===== src/rtl/uart_tx_scheduler_pkg.sv =====
// Shared framing constants and phase encodings for the UART packet scheduler and host-side decode.
// No logic; imported by the scheduler top and the byte issuer.
package uart_tx_scheduler_pkg;

    localparam logic [7:0] SYNC_BYTE_DEF = 8'hA5;
    localparam logic [7:0] CHAN_IMG      = 8'h01;
    localparam logic [7:0] CHAN_MSG      = 8'h02;

    typedef enum logic [2:0] {
        PH_IDLE = 3'd0,
        PH_SYNC = 3'd1,
        PH_CHAN = 3'd2,
        PH_LENH = 3'd3,
        PH_LENL = 3'd4,
        PH_DATA = 3'd5,
        PH_CSUM = 3'd6
    } phase_t;

    typedef enum logic {
        SUB_ISSUE = 1'b0,
        SUB_WAIT  = 1'b1
    } sub_t;

    // Phases whose bytes are folded into the trailing checksum (SYNC is not).
    function automatic logic in_csum(input phase_t p);
        return (p == PH_CHAN) || (p == PH_LENH) || (p == PH_LENL) || (p == PH_DATA);
    endfunction

endpackage


===== src/rtl/uart_byte_issuer.sv =====
// ISSUE/WAIT handshake to the UART core: accepts one byte when idle, pulses txStart/txEn the next cycle.
// Latency 1 cycle byte-to-start; byte_ready stays low while the UART is busy or a byte is in flight.
module uart_byte_issuer
    import uart_tx_scheduler_pkg::*;
(
    input  logic       clk,
    input  logic       rst,
    input  logic [7:0] byte_in,
    input  logic       byte_valid,
    output logic       byte_ready,
    output logic       byte_done,
    output logic [7:0] tx_data,
    output logic       txStart,
    output logic       txEn,
    input  logic       txBusy,
    input  logic       txDone
);

    sub_t sub_q;
    sub_t sub_d;
    logic accept;

    assign byte_ready = (sub_q == SUB_ISSUE) && !txBusy;
    assign accept     = byte_valid && byte_ready;
    // txDone only counts while a byte of ours is outstanding.
    assign byte_done  = (sub_q == SUB_WAIT) && txDone;
    assign txEn       = txStart;

    always_comb begin
        sub_d = sub_q;
        case (sub_q)
            SUB_ISSUE: if (accept)    sub_d = SUB_WAIT;
            SUB_WAIT:  if (byte_done) sub_d = SUB_ISSUE;
            default:                  sub_d = SUB_ISSUE;
        endcase
    end

    always_ff @(posedge clk) begin
        if (rst) begin
            sub_q   <= SUB_ISSUE;
            tx_data <= 8'h00;
            txStart <= 1'b0;
        end else begin
            sub_q   <= sub_d;
            txStart <= accept;
            if (accept) begin
                tx_data <= byte_in;
            end
        end
    end

endmodule


===== src/rtl/uart_tx_scheduler.sv =====
// Arbitrates two packet sources onto one UART, framing SYNC,CHAN,LENH,LENL,payload,CSUM per packet.
// Grant 1 cycle after request; payload ready only in DATA when the UART is idle; stalls never time out.
module uart_tx_scheduler
    import uart_tx_scheduler_pkg::*;
#(
    parameter int unsigned STARVE_LIMIT = 4,
    parameter logic [7:0]  SYNC_BYTE    = SYNC_BYTE_DEF
) (
    input  logic        clk,
    input  logic        rst,
    input  logic        s0_req,
    input  logic [15:0] s0_len,
    input  logic [7:0]  s0_data,
    input  logic        s0_valid,
    output logic        s0_ready,
    output logic        s0_grant,
    input  logic        s1_req,
    input  logic [15:0] s1_len,
    input  logic [7:0]  s1_data,
    input  logic        s1_valid,
    output logic        s1_ready,
    output logic        s1_grant,
    output logic [7:0]  tx_data,
    output logic        txEn,
    output logic        txStart,
    input  logic        txBusy,
    input  logic        txDone,
    output logic        pkt_done,
    output logic [2:0]  state
);

    localparam int unsigned CNT_W = $clog2(STARVE_LIMIT + 2);
    localparam logic [CNT_W-1:0] LIMIT = CNT_W'(STARVE_LIMIT);

    phase_t            phase_q;
    phase_t            phase_d;
    logic              grant0_q;
    logic              grant1_q;
    logic              sel_q;
    logic [15:0]       len_q;
    logic [15:0]       remaining_q;
    logic [7:0]        csum_q;
    logic [CNT_W-1:0]  starve_q;
    logic              pkt_done_q;

    logic              pick0;
    logic              pick1;
    logic              src_valid;
    logic [7:0]        src_data;
    logic              data_left;
    logic [7:0]        byte_in;
    logic              byte_valid;
    logic              byte_ready;
    logic              byte_done;
    logic              accept;

    assign pick0     = s0_req && (!s1_req || (starve_q == LIMIT));
    assign pick1     = s1_req && !pick0;
    assign src_valid = sel_q ? s1_valid : s0_valid;
    assign src_data  = sel_q ? s1_data : s0_data;
    assign data_left = (phase_q == PH_DATA) && (remaining_q != 16'd0);
    assign accept    = byte_valid && byte_ready;

    assign s0_ready  = grant0_q && data_left && byte_ready;
    assign s1_ready  = grant1_q && data_left && byte_ready;
    assign s0_grant  = grant0_q;
    assign s1_grant  = grant1_q;
    assign pkt_done  = pkt_done_q;
    assign state     = phase_q;

    always_comb begin
        byte_in    = 8'h00;
        byte_valid = 1'b0;
        case (phase_q)
            PH_SYNC: begin byte_in = SYNC_BYTE;                    byte_valid = 1'b1; end
            PH_CHAN: begin byte_in = sel_q ? CHAN_MSG : CHAN_IMG;  byte_valid = 1'b1; end
            PH_LENH: begin byte_in = len_q[15:8];                  byte_valid = 1'b1; end
            PH_LENL: begin byte_in = len_q[7:0];                   byte_valid = 1'b1; end
            PH_DATA: begin byte_in = src_data;  byte_valid = src_valid && data_left; end
            PH_CSUM: begin byte_in = csum_q;                       byte_valid = 1'b1; end
            default: ;
        endcase
    end

    always_comb begin
        phase_d = phase_q;
        case (phase_q)
            PH_IDLE: if (s0_req || s1_req) phase_d = PH_SYNC;
            PH_SYNC: if (byte_done) phase_d = PH_CHAN;
            PH_CHAN: if (byte_done) phase_d = PH_LENH;
            PH_LENH: if (byte_done) phase_d = PH_LENL;
            PH_LENL: if (byte_done) phase_d = (len_q == 16'd0) ? PH_CSUM : PH_DATA;
            PH_DATA: if (byte_done && remaining_q == 16'd0) phase_d = PH_CSUM;
            PH_CSUM: if (byte_done) phase_d = PH_IDLE;
            default: phase_d = PH_IDLE;
        endcase
    end

    always_ff @(posedge clk) begin
        if (rst) begin
            phase_q     <= PH_IDLE;
            grant0_q    <= 1'b0;
            grant1_q    <= 1'b0;
            sel_q       <= 1'b0;
            len_q       <= 16'd0;
            remaining_q <= 16'd0;
            csum_q      <= 8'h00;
            starve_q    <= '0;
            pkt_done_q  <= 1'b0;
        end else begin
            phase_q    <= phase_d;
            pkt_done_q <= 1'b0;
            if (phase_q == PH_IDLE) begin
                if (pick0) begin
                    grant0_q    <= 1'b1;
                    sel_q       <= 1'b0;
                    len_q       <= s0_len;
                    remaining_q <= s0_len;
                    csum_q      <= 8'h00;
                    starve_q    <= '0;
                end else if (pick1) begin
                    grant1_q    <= 1'b1;
                    sel_q       <= 1'b1;
                    len_q       <= s1_len;
                    remaining_q <= s1_len;
                    csum_q      <= 8'h00;
                    if (s0_req && starve_q != LIMIT) begin
                        starve_q <= starve_q + CNT_W'(1);
                    end
                end
            end
            if (accept && in_csum(phase_q)) begin
                csum_q <= csum_q ^ byte_in;
            end
            if (accept && phase_q == PH_DATA) begin
                remaining_q <= remaining_q - 16'd1;
            end
            // Leaving a packet phase for IDLE drops the grant in the same cycle pkt_done shows.
            if (phase_q != PH_IDLE && phase_d == PH_IDLE) begin
                grant0_q   <= 1'b0;
                grant1_q   <= 1'b0;
                pkt_done_q <= (phase_q == PH_CSUM);
            end
        end
    end

    uart_byte_issuer u_issuer (
        .clk        (clk),
        .rst        (rst),
        .byte_in    (byte_in),
        .byte_valid (byte_valid),
        .byte_ready (byte_ready),
        .byte_done  (byte_done),
        .tx_data    (tx_data),
        .txStart    (txStart),
        .txEn       (txEn),
        .txBusy     (txBusy),
        .txDone     (txDone)
    );

endmodule


===== config.mk =====
export PLATFORM = sky130hd
export DESIGN_NAME = uart_tx_scheduler
export DESIGN_NICKNAME = d
export VERILOG_FILES = /design/src/rtl/uart_tx_scheduler_pkg.sv /design/src/rtl/uart_byte_issuer.sv /design/src/rtl/uart_tx_scheduler.sv
export SDC_FILE = /design/constraint.sdc
export NUM_CORES = 1
export LEC_CHECK = 0
export BUFFER_PORTS_ARGS = -buffer_cell sky130_fd_sc_hd__buf_2
export CAP_MARGIN = 5
export CELL_PAD_IN_SITES_DETAIL_PLACEMENT = 2
export CELL_PAD_IN_SITES_GLOBAL_PLACEMENT = 2
export CORE_MARGIN = 2
export CORE_UTILIZATION = 28
export DETAILED_ROUTE_END_ITERATION = 10
export HOLD_SLACK_MARGIN = 0.02
export PLACE_DENSITY_LB_ADDON = 0.25
export SYNTH_ARGS = -nofsm -noshare
export SYNTH_HDL_FRONTEND = slang
export SYNTH_SLANG_ARGS = --single-unit

===== constraint.sdc =====
create_clock -name clk -period 2.1 [get_ports clk]
set_input_delay 0.21 -clock clk [delete_from_list [all_inputs] [get_ports clk]]
set_output_delay 0.21 -clock clk [all_outputs]
set_load 0.01 [all_outputs]

==> run metrics, run 1 <==
status complete, but fails checks; failing checks negative setup slack; sequential area share after synthesis 36.5%; hold_sp txDone; R2R Path End remaining_q[11]; Final Hold Fails 0; CP delay by family, top simple AND/OR/NAND/NOR gates; power share of the combinational group 22.7%; Tcrit/Tclk final 101%; flops & latches, synth 60; TritonRoute pass-1 iters 4; commonest non-fill, non-tap cells in the layout buf_2 (73), nor2_1 (57), dfxtp_1 (56), a21oi_1 (49), nand2_1 (42); Synth area leader dfxtp_1; total power divided by cell area 758 nW/um^2; Main synth FF type dfxtp_1; Root Driver clkbuf_16; TNS Setup -41.8 ps; clock skew 9.46 ps; ranking of synthesized cells by area dfxtp_1 (37%), a21oi_1 (7.5%), nor2_1 (6.6%), nand2_1 (4.8%), mux2_2 (3.8%); worst slew pin tran 721 ps; Syn. warnings 0; row cnt 39; WP buf/inv 2; reg2reg path depth 8; area of the multi-input gates 2030 um^2; DIE WIDTH 112 um; CP max-delay cell a2111oi_4; crit path DAT 1910 ps; via/cell ratio 5.39; crit path from remaining_q[1]; clk slew on worst S/H paths 50 ps; H-Tree Level Count 3; DRT iter0 DRCs 101; CP required 1890 ps; Post-DP HPWL 9440 um; Net Sw Frac 30.0%; I/O pins 74; max-slew violation count 0; RePlAce Congestion 0.847; Internal 2.36 mW; CP cell instances inv_2, ha_4, nor3b_4, and3_4, a2111oi_4, and2_1, buf_2; Core ar. 11,400 um^2; first-pass GRT wire length 20,900 um; Design Power 3.38 mW; die area 12,600 um^2; worst setup path end s0_ready; clk sinks 60; CTS max path bufs 2; vias in the first global route 3,975; drt drc 0; die height 112 um; all-layer global routing usage 20.8%; Syn Nets 486; Gate Count Post-Synth 427; hold_buf cts 0; fmax 471 MHz; Port Buffers 73; routed wire length 13,000 um; RSZ-0062 raised after global routing yes; most common cell after layout, fill and taps aside buf_2; crit path time final 2120 ps; # setup viols final 2; Final nets 582; sequential power share 38.3%; routed via count 3,608; Crit path depth 7; aggregate global routing overflow 0; number of max-cap violations 0; largest net degree at the start of global routing 39; post-synth top area share 36.5%; syn_area_per_cell 7.70 um^2; CTS tree done; Starting Density 28.8%; relative slew slack 51.8%; NetSw 1.01 mW; layout cells sized above 1 32.1%; Layout Area Growth over Synthesis 35.4%; critical path endpoint category output pin; Post-synth EDFFs 0; initial antenna violation count 1; Largest stage delay, worst path 390 ps; clk_lat worst skew 330 ps; reg2reg setup slack 10 ps; startpoint types flip-flop; R2R Path Start remaining_q[11]; Worst Hold Class in2reg; synthesized cell area 3290 um^2; asr flop ratio synth 0%; ANT nets after route 0; leakage power 1.87 nW; peak supply drop 346 uV; Critical Path Fanout Max 4; Reg area 1210 um^2; # fillers 1,343; Inserted Clock Buffers 9; clock network fraction of total power 39.0%; DR WL/cell 19.4 um; setup ws final -23.4 ps; WS Path Type reg2out; Distinct cells, synth 48
[routing by layer]
metal / GRT usage, % / share of wire, %
met5: 0 / 0
met4: 8.05 / 2.8
met3: 4.37 / 3.4
met2: 36.7 / 51
met1: 24.7 / 43
[cell families (layout without fill, tap and decap cells)]
logic type	after synthesis	after routing	share of synthesized area, %
simple gates	167	167	24.0
compound gates	133	133	26.0
flops	60	60	36.5
buf+inv	44	143	5.82
mux	19	19	6.20
fa+ha+maj	3	3	1.14
xor+xnor	1	1	0.266
other cells	0	1	0
[worst min-delay path, stage by stage]
cell and delay, ps:
buf_2 110, inv_1 50, a21oi_1 50, nor2_1 70
[state kept, by name, indices dropped and copies added, names as in the netlist]
| register | count |
|---|---|
| csum_q | 8 |
| len_q | 16 |
| pkt_done | 1 |
| remaining_q | 16 |
| s0_grant | 1 |
| s1_grant | 1 |
| sel_q | 1 |
| starve_q | 3 |
| state | 3 |
| u_issuer.sub_q | 1 |
| u_issuer.txEn | 1 |
| u_issuer.tx_data | 8 |
[per-stage QoR]
stage / hold WS [ps] / cells / area (um^2) / setup WS [ps] / utilization (%)
3_3_place_gp: 459 / 647 / 3990 / -176 / 35.0
5_1_grt: 238 / 670 / 4450 / -107 / 39.0
3_5_place_dp: 474 / 647 / 3990 / -223 / 35.0
6_report: 195 / 670 / 4450 / -23.4 / 39.0
2_1_floorplan: 378 / 427 / 3300 / 19.3 / -
4_1_cts: 194 / 664 / 4340 / -37.4 / 38.0
[worst min-delay path by stage]
stage                endpoint  depth (start not counted)
4_1_cts        u_issuer.sub_q                          4
3_3_place_gp      starve_q[1]                          2
5_1_grt        u_issuer.sub_q                          4
2_1_floorplan     starve_q[2]                          2
3_5_place_dp      starve_q[1]                          2
6_report       u_issuer.sub_q                          4
[Yosys cell counts, types with 6 or more instances]
master and instances:
mux2i_1 8, a21o_1 10, a31oi_1 11, nor2_1 58, clkbuf_1 22, nand2b_1 6, o21ai_0 14, a22o_1 8
a21oi_1 49, nand2_1 42, nand3_1 20, nor3_1 8, a211oi_1 16, dfxtp_1 60, nor4_1 7, mux2_2 11
inv_1 12
[cell type report]
class / count / area share (%)
Sequential cell: 60 / 27.1
Inverter: 12 / 1.01
Antenna cell: 1 / 0.0562
Tap cell: 143 / 4.02
Multi-Input combinational cell: 323 / 45.7
Timing Repair Buffer: 117 / 16.4
Clock inverter: 3 / 0.337
Clock buffer: 11 / 5.45
[power by group through the flow]
| stage | clock network (mW) | logic [mW] | registers [mW] |
|---|---|---|---|
| 2_1_floorplan | 0 | 0.377 | 1.30 |
| 3_3_place_gp | 0 | 0.652 | 1.31 |
| 3_5_place_dp | 0 | 0.679 | 1.31 |
| 4_1_cts | 1.36 | 0.726 | 1.29 |
| 5_1_grt | 1.41 | 0.848 | 1.30 |
| 6_report | 1.32 | 0.767 | 1.29 |
[what timing repair did]
action	CTS	global route
pin swaps	6	6
gates resized for setup	18	17
setup endpoints to repair	18	39
buffers inserted	4	5
Note: power is estimated with default switching activity, not from simulation.
==> run 2, diff against run 1 <==
--- a/config.mk
+++ b/config.mk
@@ -17,3 +17,4 @@
 export SYNTH_ARGS = -nofsm -noshare
 export SYNTH_HDL_FRONTEND = slang
 export SYNTH_SLANG_ARGS = --single-unit
+export TNS_END_PERCENT = 10
==> run 2 against run 1 <==
Against the previous run: worst setup slack gained 46 ps; clock power about the same; the flow now finishes without violations; count of clock-buffer cells in the layout did not move; combinational power shrank 4.4%; highest routed layer unchanged; cell count down 0.90%; die area stayed put; via count down 0.53%; critical path depth is 1 lower; sequential power hardly changed.
==> run metrics, run 2 (same netlist as run 1, synthesis figures left out) <==
setup ws final 22.4 ps (+45.7 ps); routed via count 3,589 (-0.53%); first-pass GRT wire length 20,900 um (+0.10%); die height 112 um (unchanged); Final nets 577 (-0.86%); clk_lat worst skew 330 ps (about the same); R2R Path Start remaining_q[0]; DRT iter0 DRCs 110 (+8.9%); Worst Hold Class in2reg; vias in the first global route 3,969 (-0.15%); Placed Area 3990 um^2 (unchanged); reg2reg path depth 9 (+1); TritonRoute pass-1 iters 4 (unchanged); WS Path Type reg2out; reg2reg setup slack 30 ps (+20 ps); I/O pins 74 (unchanged); crit path DAT 1870 ps (-40 ps); peak supply drop 344 uV (-0.81%); clk slew on worst S/H paths 50 ps (about the same); Root Driver clkbuf_16; crit path from remaining_q[11]; post-route cell area 4380 um^2 (-1.7%); CTS max path bufs 2 (unchanged); layout cells sized above 1 30.9% (-1.2 points); Post-DP HPWL 9440 um (unchanged); Core ar. 11,400 um^2 (unchanged); Inserted Clock Buffers 9 (unchanged); Place WS -223 ps (unchanged); worst setup path end s0_ready; commonest non-fill, non-tap cells in the layout buf_2 (73), nor2_1 (57), dfxtp_1 (56), a21oi_1 (49), nand2_1 (42); drt drc 0 (unchanged); RePlAce Congestion 0.847 (unchanged); all-layer global routing usage 20.8% (+0.023 points); fmax 481 MHz (+2.2%); cell total after placement 647 (unchanged); total power divided by cell area 763 nW/um^2 (+0.59%); DIE WIDTH 112 um (unchanged); row cnt 39 (unchanged); ANT nets after route 0 (unchanged); aggregate global routing overflow 0 (unchanged); Layout Area Growth over Synthesis 33.1%; diodes inserted 0 (-1); die area 12,600 um^2 (unchanged); fin cells 664 (-0.90%); # setup viols final 0 (-2); largest net degree at the start of global routing 39 (unchanged); clock skew 9.90 ps (+0.439 ps); RSZ-0062 raised after global routing yes; Design Power 3.34 mW (-1.1%); number of max-cap violations 0 (unchanged); hold_buf cts 0 (unchanged); CTS tree done; max-slew violation count 0 (unchanged); leakage power 1.84 nW (-1.7%); initial antenna violation count 0 (-1); routed wire length 12,600 um (-3.4%); crit path time final 2080 ps (-45.7 ps); Starting Density 28.8% (unchanged); DR WL/cell 19.0 um (-2.5%); Final Hold Fails 0 (unchanged); H-Tree Level Count 3 (unchanged); relative slew slack 55.7% (+3.8 points); clk sinks 60 (unchanged); status complete, no violations; Top Registers len_q (16), remaining_q (16); Tcrit/Tclk final 98.9% (-2.2 points); via/cell ratio 5.41 (+0.37%); worst slew pin tran 664 ps (-57.3 ps); critical path endpoint category output pin; Critical Path Fanout Max 3 (-1); startpoint types flip-flop; most common cell after layout, fill and taps aside buf_2; R2R Path End remaining_q[12]; Port Buffers 73 (unchanged); CP required 1890 ps (about the same)
==> run 2: power by group <==
| group | internal, mW | total (mW) | switching, mW | leakage [nW] |
|---|---|---|---|---|
| logic | 0.324 | 0.733 | 0.410 | 1.21 |
| registers | 1.22 | 1.29 | 0.0735 | 0.493 |
| clock network | 0.809 | 1.31 | 0.505 | 0.131 |
==> run 2: worst min path at each step <==
stage | startpoint | end | slack, ps | cells after the start
after detailed placement | starve_q[1] | starve_q[1] | 470 | 2
after global routing | txDone | u_issuer.sub_q | 240 | 4
after CTS | txDone | u_issuer.sub_q | 190 | 4
after floorplan | s1_req | starve_q[2] | 380 | 2
after global placement | starve_q[1] | starve_q[1] | 460 | 2
final | txDone | u_issuer.sub_q | 200 | 4
==> run 2: stage by stage <==
| stage | hold WS, ps | TNS [ps] | utilization (%) |
|---|---|---|---|
| global placement | 459 | -352 | 35.0 |
| finish | 196 | 0 | 38.3 |
| global route | 240 | -238 | 38.3 |
| floorplan | 378 | 0 | - |
| CTS | 194 | -85.8 | 38.0 |
| detailed placement | 474 | -2150 | 35.0 |
==> run 2: what timing repair did <==
item                       CTS  global route
pin swaps                    6             2
gates resized for setup     19             9
gates cloned                 0             0
setup endpoints to repair   18            39
buffers inserted             3             1
==> run 2: cell type report <==
| cell class | count | area (um^2) |
|---|---|---|
| Multi-Input combinational cell | 323 | 2000 |
| Sequential cell | 60 | 1210 |
| Timing Repair Buffer | 112 | 691 |
| Inverter | 12 | 45.0 |
| Tap cell | 143 | 179 |
| Fill cell | 1348 | 7040 |
| Clock inverter | 3 | 15.0 |
| Clock buffer | 11 | 243 |
==> run 2: critical path, cell delays in order, from the launching register on <==
cell,delay [ps]
dfxtp_2,320
or4_4,540
nor3_4,200
buf_6,150
a2111oi_4,70
and2_1,140
buf_2,130
==> run 2: per-layer routing <==
layer | GRT usage [%] | routed length, um | share of wire [%] | up-vias
met5 | 0 | 0 | 0 | -
met2 | 36.4 | 6450 | 51 | 84
met1 | 25.0 | 5460 | 43 | 1760
met4 | 8.05 | 241 | 1.9 | 0
li1 | - | - | - | 1723
met3 | 4.37 | 435 | 3.5 | 22
==> run 3, diff against run 2 <==
--- a/config.mk
+++ b/config.mk
@@ -5,12 +5,13 @@
 export SDC_FILE = /design/constraint.sdc
 export NUM_CORES = 1
 export LEC_CHECK = 0
+export ABC_AREA = 1
 export BUFFER_PORTS_ARGS = -buffer_cell sky130_fd_sc_hd__buf_2
 export CAP_MARGIN = 5
 export CELL_PAD_IN_SITES_DETAIL_PLACEMENT = 2
 export CELL_PAD_IN_SITES_GLOBAL_PLACEMENT = 2
 export CORE_MARGIN = 2
-export CORE_UTILIZATION = 28
+export CORE_UTILIZATION = 26
 export DETAILED_ROUTE_END_ITERATION = 10
 export HOLD_SLACK_MARGIN = 0.02
 export PLACE_DENSITY_LB_ADDON = 0.25
==> run 3 against run 2 <==
Against the previous run: non-clock buffer count shrank 22; power grew 6.6%; via count grew 21%; flip-flop and latch count is the same; sequential power is essentially flat; critical path depth is the same; utilization shrank 5.4 points; global-route usage grew 0.070 points; first-iteration DRC count grew 48%; clock power grew 5%; critical path type unchanged; critical endpoint unchanged; largest cell class unchanged; largest power group unchanged; highest routed layer unchanged.
==> run metrics, run 3 <==
most common cell after layout, fill and taps aside nand2_1; Distinct cells, synth 36 (-25%); DIE WIDTH 124 um (+10%); DRT iter0 DRCs 163 (+48%); crit path time final 1960 ps (-120 ps); routed wire length 15,300 um (+21%); startpoint types flip-flop; Worst Hold End u_issuer.sub_q; number of max-cap violations 0 (unchanged); routed via count 4,339 (+21%); TritonRoute pass-1 iters 4 (unchanged); # setup viols final 0 (unchanged); Syn. warnings 0 (unchanged); peak supply drop 373 uV (+8.6%); Starting Density 26.8% (-2.0 points); max-slew violation count 0 (unchanged); I/O pins 74 (unchanged); diodes inserted 0 (unchanged); aggregate global routing overflow 0 (unchanged); R2R Path Start remaining_q[0]; RePlAce Congestion 0.821 (-3.1%); cell total after placement 852 (+32%); Syn Nets 667 (+37%); ANT nets after route 0 (unchanged); sequential area share after synthesis 32.0% (-4.5 points); total power divided by cell area 772 nW/um^2 (+1.1%); NetSw 1.20 mW (+21%); via/cell ratio 4.99 (-7.6%); CP required 1890 ps (about the same); clock network fraction of total power 38.6% (-0.7 points); all-layer global routing usage 20.9% (+0.070 points); WS Path Type reg2out; Layout Area Growth over Synthesis 23.0%; Synth top cells by count nand2_1 (171), nor2_1 (90), dfxtp_1 (60); Post-synth EDFFs 0 (unchanged); post-route cell area 4610 um^2 (+5.4%); leakage power 2.16 nW (+18%); H-Tree Level Count 3 (unchanged); reg2reg setup slack 160 ps (+130 ps); first-pass GRT wire length 24,200 um (+16%); clk_lat worst skew 340 ps (about the same); Final nets 743 (+29%); CTS tree done; Synth area leader dfxtp_1; status complete, no violations; hold depth 4 (unchanged); layout cells sized above 1 19.0% (-12 points); Core ar. 14,000 um^2 (+23%); drt drc 0 (unchanged); hold_sp txDone; clk slew on worst S/H paths 50 ps (about the same); CP max-delay cell dfxtp_2; Min Hold Slack 144 ps (-51.9 ps); initial antenna violation count 0 (unchanged); Largest stage delay, worst path 430 ps (-110 ps); reg2reg path depth 11 (+2); count leader, synth nand2_1; fin cells 869 (+31%); flops & latches, synth 60 (unchanged); CTS max path bufs 2 (unchanged); RSZ-0062 raised after global routing yes; Root Driver clkbuf_16; synthesized cell area 3750 um^2 (+14%); worst slew pin tran 689 ps (+25.2 ps); Worst Hold Class in2reg; largest net degree at the start of global routing 43 (+10%); die height 124 um (+10%); row cnt 43 (+10%); Gate Count Post-Synth 608 (+42%); syn_area_per_cell 6.17 um^2 (-20%); R2R Path End remaining_q[8]; fmax 511 MHz (+6.1%); sequential power share 37.1% (-1.6 points); Main synth FF type dfxtp_1; DR WL/cell 17.6 um (-7.2%); relative slew slack 53.9% (-1.8 points); commonest non-fill, non-tap cells in the layout nand2_1 (171), nor2_1 (90), buf_2 (73), inv_1 (58), dfxtp_1 (57); Top Registers len_q (16), remaining_q (16); ranking of synthesized cells by area dfxtp_1 (32%), nand2_1 (17%), nor2_1 (9.0%), a21oi_1 (6.4%), inv_1 (5.8%); power share of the combinational group 24.3% (+2.3 points); CP cell instances nand2_1, nor2_2, buf_12, nand3_1, nor2_1, buf_2; post-synth top area share 32.0% (-4.5 points); Inserted Clock Buffers 9 (unchanged); clk sinks 60 (unchanged); die area 15,400 um^2 (+22%); critical path endpoint category output pin; Final Hold Fails 0 (unchanged); Critical Path Fanout Max 22 (+19); vias in the first global route 4,649 (+17%); Post-DP HPWL 11,700 um (+24%); Net Sw Frac 33.6% (+4.0 points); Internal 2.36 mW (+0.47%); clock skew 7.09 ps (-2.82 ps); crit path DAT 1750 ps (-120 ps); Port Buffers 73 (unchanged); Tcrit/Tclk final 93.2% (-5.7 points); Placed Area 4320 um^2 (+8.1%); asr flop ratio synth 0% (unchanged); Post-CTS Setup Bufs 0 (-3)
[run 3: worst max path at each step]
| stage | slack (ps) | start | to |
|---|---|---|---|
| after floorplan | 370 | starve_q[0] | remaining_q[15] |
| after global placement | 140 | state[1] | s1_grant |
| after detailed placement | 80 | state[1] | s1_grant |
| after CTS | 40 | state[1] | s1_grant |
| after global routing | -10 | state[2] | s0_ready |
| final | 140 | state[2] | s0_ready |
[run 3: timing repair]
action,CTS,global route
setup endpoints to repair,2,8
gates cloned,0,1
pin swaps,0,0
resized for setup,3,7
hold buffers,0,0
[run 3: layout make-up]
type / count / area, um^2
clock buffers: 14 / 254
flip-flops and latches: 60 / 1200
multi-input cells: 459 / 2170
inverters: 64 / 240
fillers: 1791 / 9380
well taps: 180 / 225
repair buffers: 90 / 505
clock inverters: 2 / 10.0
[run 3: cells by family (layout without fill, tap and decap cells)]
kind of cell    count (synthesis)  count (layout)  synth area share, %
compound gates                112             112                 15.6
simple gates                  335             336                 38.8
buf+inv                        90             170                 10.7
xor+xnor                        8               8                 1.87
fa+ha+maj                       3               3                 1.00
flops                          60              60                 32.0
[run 3: metal layers]
layer / track usage [%] / vias up / routed length [um]
met5: 0 / - / 0
met4: 7.44 / 0 / 269
met3: 2.75 / 15 / 442
met2: 36.3 / 83 / 7580
met1: 26.3 / 2130 / 7000
li1: - / 2111 / -
[run 3: power groups by stage]
| stage | clock, mW | combinational (mW) | sequential [mW] |
|---|---|---|---|
| CTS | 1.41 | 0.874 | 1.32 |
| detailed placement | 0 | 0.866 | 1.34 |
| floorplan | 0 | 0.547 | 1.32 |
| finish | 1.37 | 0.866 | 1.32 |
| global placement | 0 | 0.826 | 1.34 |
| global route | 1.46 | 0.987 | 1.33 |
[run 3: stage by stage]
stage	utilization, %	power (mW)	setup WS [ps]	setup TNS (ps)
final	33.0	3.56	143	0
after global routing	33.0	3.78	-12.5	-12.5
after CTS	32.8	3.60	36.0	0
after detailed placement	30.8	2.21	81.1	0
after global placement	30.8	2.16	143	0
after floorplan	-	1.87	370	0
[run 3: critical path, delay by kind of cell, from the launching register on]
family | cells | cell delay (ps)
simple gates | 4 | 610
buf+inv | 2 | 360
flops | 1 | 430
